<file path="src/rtl/mc_control.sv">
// mc_control: multicycle fetch/decode/execute/memory/write-back sequencer.
// Revision 1.0
`default_nettype none

module mc_control #(
   parameter int MEM_TIMEOUT = 255,
   parameter int CNT_W       = 32
) (
   input  logic             clk,
   input  logic             rst_n,
   input  logic [6:0]       opcode,
   input  logic [2:0]       funct3,
   input  logic             funct7_5,
   input  logic             alu_zero,
   input  logic             alu_lt,
   input  logic             alu_ltu,
   input  logic             mem_ready,
   output logic             mem_req,
   output logic             mem_we,
   output logic             mem_addr_sel,
   output logic             ir_we,
   output logic             mdr_we,
   output logic             pc_we,
   output logic             pc_src,
   output logic             tgt_we,
   output logic             alu_a_sel,
   output logic [1:0]       alu_b_sel,
   output logic [1:0]       alu_op,
   output logic             reg_we,
   output logic             wb_sel,
   output logic             illegal,
   output logic             bus_err,
   output logic [2:0]       state,
   output logic [CNT_W-1:0] instret
);

   localparam int TW = (MEM_TIMEOUT > 1) ? $clog2(MEM_TIMEOUT) : 1;

   localparam logic [6:0] OP_LOAD   = 7'b0000011;
   localparam logic [6:0] OP_IALU   = 7'b0010011;
   localparam logic [6:0] OP_STORE  = 7'b0100011;
   localparam logic [6:0] OP_BRANCH = 7'b1100011;
   localparam logic [6:0] OP_RTYPE  = 7'b0110011;

   typedef enum logic [2:0] {
      S_IDLE   = 3'd0,
      S_FETCH  = 3'd1,
      S_DECODE = 3'd2,
      S_EXEC   = 3'd3,
      S_MEM    = 3'd4,
      S_WB     = 3'd5,
      S_TRAP   = 3'd7
   } state_t;

   state_t        cur, nxt;
   logic [TW-1:0] tcnt;
   logic          retire, set_ill, set_berr;
   logic          is_load, is_ialu, is_store, is_branch, is_rtype;
   logic          decode_ok, taken, timeout;

   // funct7_5 feeds the ALU decoder directly; nothing here depends on it
   logic unused_funct7_5;
   assign unused_funct7_5 = funct7_5;

   assign is_load   = (opcode == OP_LOAD);
   assign is_ialu   = (opcode == OP_IALU);
   assign is_store  = (opcode == OP_STORE);
   assign is_branch = (opcode == OP_BRANCH);
   assign is_rtype  = (opcode == OP_RTYPE);
   assign decode_ok = is_load | is_ialu | is_store | is_rtype |
                      (is_branch && (funct3[2:1] != 2'b01));
   assign timeout   = (tcnt == TW'(MEM_TIMEOUT - 1)) && !mem_ready;
   assign state     = cur;

   always_comb begin
      taken = 1'b0;
      case (funct3)
         3'b000:  taken = alu_zero;
         3'b001:  taken = !alu_zero;
         3'b100:  taken = alu_lt;
         3'b101:  taken = !alu_lt;
         3'b110:  taken = alu_ltu;
         3'b111:  taken = !alu_ltu;
         default: taken = 1'b0;
      endcase
   end

   always_comb begin
      nxt          = cur;
      mem_req      = 1'b0;
      mem_we       = 1'b0;
      mem_addr_sel = 1'b0;
      ir_we        = 1'b0;
      mdr_we       = 1'b0;
      pc_we        = 1'b0;
      pc_src       = 1'b0;
      tgt_we       = 1'b0;
      alu_a_sel    = 1'b0;
      alu_b_sel    = 2'd0;
      alu_op       = 2'b00;
      reg_we       = 1'b0;
      wb_sel       = 1'b0;
      retire       = 1'b0;
      set_ill      = 1'b0;
      set_berr     = 1'b0;
      case (cur)
         S_IDLE: nxt = S_FETCH;
         S_FETCH: begin
            mem_req = 1'b1;
            if (mem_ready) begin
               ir_we = 1'b1;
               pc_we = 1'b1;
               nxt   = S_DECODE;
            end else if (timeout) begin
               set_berr = 1'b1;
               nxt      = S_TRAP;
            end
         end
         S_DECODE: begin
            // speculative branch target: old PC + immediate
            alu_a_sel = 1'b1;
            alu_b_sel = 2'd1;
            tgt_we    = 1'b1;
            if (decode_ok) begin
               nxt = S_EXEC;
            end else begin
               set_ill = 1'b1;
               nxt     = S_TRAP;
            end
         end
         S_EXEC: begin
            if (is_load || is_store) begin
               alu_b_sel = 2'd1;
               nxt       = S_MEM;
            end else if (is_ialu) begin
               alu_b_sel = 2'd1;
               alu_op    = 2'b10;
               nxt       = S_WB;
            end else if (is_rtype) begin
               alu_op = 2'b10;
               nxt    = S_WB;
            end else begin
               alu_op = 2'b01;
               pc_we  = taken;
               pc_src = taken;
               retire = 1'b1;
               nxt    = S_FETCH;
            end
         end
         S_MEM: begin
            mem_req      = 1'b1;
            mem_addr_sel = 1'b1;
            mem_we       = is_store;
            if (mem_ready) begin
               if (is_store) begin
                  retire = 1'b1;
                  nxt    = S_FETCH;
               end else begin
                  mdr_we = 1'b1;
                  nxt    = S_WB;
               end
            end else if (timeout) begin
               set_berr = 1'b1;
               nxt      = S_TRAP;
            end
         end
         S_WB: begin
            reg_we = 1'b1;
            wb_sel = is_load;
            retire = 1'b1;
            nxt    = S_FETCH;
         end
         S_TRAP:  nxt = S_TRAP;
         default: nxt = S_IDLE;
      endcase
   end

   always_ff @(posedge clk or negedge rst_n) begin
      if (!rst_n) begin
         cur     <= S_IDLE;
         tcnt    <= '0;
         illegal <= 1'b0;
         bus_err <= 1'b0;
         instret <= '0;
      end else begin
         cur <= nxt;
         // counter only runs while a memory state is stalled; any other cycle clears it
         if ((cur == S_FETCH || cur == S_MEM) && !mem_ready && !timeout)
            tcnt <= tcnt + TW'(1);
         else
            tcnt <= '0;
         if (set_ill)
            illegal <= 1'b1;
         if (set_berr)
            bus_err <= 1'b1;
         if (retire)
            instret <= instret + CNT_W'(1);
      end
   end

endmodule

`default_nettype wire

</file>
<file path="config.mk">
export PLATFORM = sky130hd
export DESIGN_NAME = mc_control
export DESIGN_NICKNAME = d
export VERILOG_FILES = /design/src/rtl/mc_control.sv
export SDC_FILE = /design/constraint.sdc
export NUM_CORES = 1
export LEC_CHECK = 0
export ABC_AREA = 1
export CORE_MARGIN = 2
export CORE_UTILIZATION = 46
export DETAILED_ROUTE_END_ITERATION = 10
export GPL_TIMING_DRIVEN = 0
export PLACE_DENSITY = 0.74
export SLEW_MARGIN = 10
export SYNTH_ARGS = -nofsm -noshare
export SYNTH_HDL_FRONTEND = slang
export SYNTH_SLANG_ARGS = --single-unit
</file>
<file path="constraint.sdc">
create_clock -name clk -period 1.65 [get_ports clk]
set_clock_uncertainty 0.05 [all_clocks]
set_input_delay 0.2475 -clock clk [delete_from_list [all_inputs] [get_ports clk]]
set_output_delay 0.2475 -clock clk [all_outputs]
set_load 0.01 [all_outputs]
</file>
==> summary.txt <==
Outcome
  – Status: finished with violations
  – Failing checks: negative setup slack

Yosys
  – FFs w/ async S/R, synth: 100.0%
  – Largest family of logic cells by synthesized area: simple AND/OR/NAND/NOR gates
  – Most frequent cells after synthesis: nand2_1 (193), nor2_1 (75), inv_1 (49)
  – Cells after synthesis: 465
  – Seq/Total Area, Yosys: 37.42%
  – Post-synth top area share: 37.42%
  – Synthesized flop and latch total: 45
  – Syn. warnings: 0
  – Top post-synthesis cells by area: dfrtp_1 (37%), nand2_1 (24%), nor2_1 (9.4%), inv_1 (6.1%), nand3_1 (4.5%)
  – Mapped Area: 0.003009 mm²
  – Area share of and/or/nand/nor cells after synthesis: 43.74%
  – Synth Area in Compound Gates: 4.116%
  – Post-synth EDFFs: 0
  – Primary FF master, synth: dfrtp_1
  – Cell taking the most area after synthesis: dfrtp_1
  – Distinct cells, synth: 32
  – Avg Cell Area, Syn: 6.471 µm²
  – Mux contribution to synthesized area: 0%
  – Adder-Cell Fraction of Synth Area: 1.247%
  – Most frequent cell after synthesis: nand2_1
  – Post-Synth XOR/XNOR Area: 4.366%
  – Syn Nets: 485

Cells and area
  – Final core utilization: 67.70%
  – FILL cells: 555
  – Area of the multi-input gates: 0.001819 mm²
  – Final instance area: 0.004299 mm²
  – Layout cells sized above 1: 23.99%
  – Antenna diodes: 0
  – FF/Latch Area: 0.001151 mm²
  – Fin cells: 644
  – Syn-to-layout area delta: 42.87%
  – Final net count: 586

GRT
  – Overall global routing resource usage: 22.71%
  – First-pass GRT wire length: 13300 µm
  – Largest net degree at the start of global routing: 30
  – Vias in the first global route: 2961
  – Initial antenna violation count: 0
  – GRT Residual Overflow: 0

Timing
  – Setup TNS: -0.3741 ns
  – Fin. Hold Viols: 0
  – Final Setup Violations: 8
  – Slew Viols, Final: 0
  – Tmin final: 1.745 ns
  – Period Utilization, post-route: 105.7%
  – Hold WS: 0.3433 ns
  – Worst Slack Setup Final: -0.09484 ns
  – RSZ-0062 raised after global routing: yes
  – F_max: 573.1 MHz

Die
  – Row cnt: 29
  – Die height: 84.88 µm
  – DIE AREA: 0.007205 mm²
  – Die X: 84.88 µm
  – Placeable Area: 0.006350 mm²
  – Initial Util: 47.39%
  – # IOs: 69

Power and ir drop
  – Peak VDD IR: 0.0003435 V
  – Power Density: 481.7 mW/mm²
  – Leak Pwr: 1.980 nW

Worst setup path
  – CP delay by family, top: simple AND/OR/NAND/NOR gates
  – Crit path DAT: 1.45 ns
  – CP endpoint kind: output pin
  – CP max-delay cell: dfrtp_1
  – Worst Path Max Fanout: 5
  – CP Launch Type: register
  – Crit path cell chain: inv_2 > nand2_4 > nor2_4 > nand3_2 > nor3_2 > buf_2
  – Critical Path Max Stage Delay: 0.40 ns
  – Worst Path Buf+Inv: 2
  – CP Data Required Time: 1.35 ns
  – Critical path class: reg -> out

Clocking
  – Num CTS Buffers: 5
  – CTS Root Cell: clkbuf_8
  – Clk buf depth: 2
  – CTS tree: done
  – Sink Count: 45
  – Clock slew at reported path FFs: 0.09 ns
  – H-Tree Depth: 2
  – Skew-Pair Late Insertion Delay: 0.31 ns

Placement
  – Dpl hpwl: 5889 µm
  – Input/output buffers: 66
  – RD Place Congestion: 0.9481
  – Dpl cells: 609
  – Placed cell areas: 0.003781 mm²

Detailed routing
  – DRT iter0 DRCs: 138
  – DR vias/cell: 5.031
  – ANT nets after route: 0
  – DRC: 0
  – Avg WL per Cell: 12.91 µm
  – Total Routed Length: 8312 µm
  – Vias after detailed routing: 3240
  – DR pass1 iterations: 4

Hold path
  – HP Class: in -> async

Job
  – Max-Cap Viols: 0
## worst reg2reg max path, delay by kind of cell (launching register included)
kind	cells	cell delay [ns]
buf+inv	4	0.52
flops	1	0.46
simple gates	5	0.51
## timing repair
item | CTS | global route
gates resized for setup | 97 | 55
pin swaps | 13 | 18
gates cloned | 0 | 1
setup buffers | 14 | 12
endpoints found under the hold margin | 16 | 0
endpoints found under the setup margin | 27 | 59
hold buffers | 1 | 0
## final timing paths
path,start,endpoint,slack (ns),depth (start not counted)
min in group clk,bus_err,bus_err,0.43,1
max reg2reg,state[1],instret[13],0.03,9
max in group asynchronous,rst_n,instret[27],0.69,3
min reg2reg,bus_err,bus_err,0.43,1
max,state[2],alu_op[1],-0.09,6
min,rst_n,instret[22],0.34,2
## kinds of logic after synthesis
| group | count (synthesis) |
|---|---|
| AND/OR/NAND/NOR | 319 |
| buffers and inverters | 61 |
| flip-flops | 45 |
| AO/OA/AOI/OAI | 21 |
| XOR/XNOR | 15 |
| adder cells (fa/ha/maj) | 3 |
| other | 1 |
## final cells by class
cell class / count / area share, %
timing repair buffer: 94 / 19.56
multi-input combinational: 359 / 42.32
clock inverter: 3 / 1.077
tap: 77 / 2.241
inverter: 53 / 4.686
sequential: 45 / 26.78
clock buffer: 5 / 1.601
buffer: 8 / 1.746
## stage by stage
| stage | worst slack (ns) | total power (W) |
|---|---|---|
| final | -0.09484 | 0.002071 |
| after CTS | -0.1952 | 0.002092 |
| after global routing | -0.1868 | 0.002146 |
| after floorplan | 0.08256 | 0.001147 |
| after global placement | -0.9361 | 0.001210 |
| after detailed placement | -0.5749 | 0.001217 |
## state kept, by name, summed over array words and instances, names as in the netlist
register / count
instret: 32
tcnt: 8
illegal: 1
bus_err: 1
state: 3
## routing by layer
| layer | global-route usage, % | vias to the layer above | share of wire [%] |
|---|---|---|---|
| li1 | - | 1631 | - |
| met1 | 28.35 | 1514 | 43 |
| met4 | 7.504 | 0 | 2.2 |
| met5 | 0 | - | 0 |
| met3 | 3.405 | 18 | 4.1 |
| met2 | 40.30 | 77 | 51 |
## report_power, final
part	switching [W]	total (W)	leakage (nW)	internal [W]
registers	0	0.00110	0.553	0.00110
clock network	0.000413	0.000867	0.0543	0.000454
logic	0.0000580	0.000103	1.37	0.0000447
## cell usage in the layout, fill, tap and decap left out, drive strengths merged, types with 2 or more instances in the layout
cell / instances
dfrtp: 45
nand4: 5
clkbuf: 7
nor3: 5
nand2: 196
a21oi: 2
buf: 48
dlygate4sd2: 10
xor2: 11
o21ai: 15
inv: 53
xnor2: 4
clkdlybuf4s50: 37
nand3: 27
ha: 3
nand3b: 3
clkdlybuf4s15: 2
nor2: 78
nor3b: 2
dlymetal6s2s: 2
(Power assumes the default switching activity.)
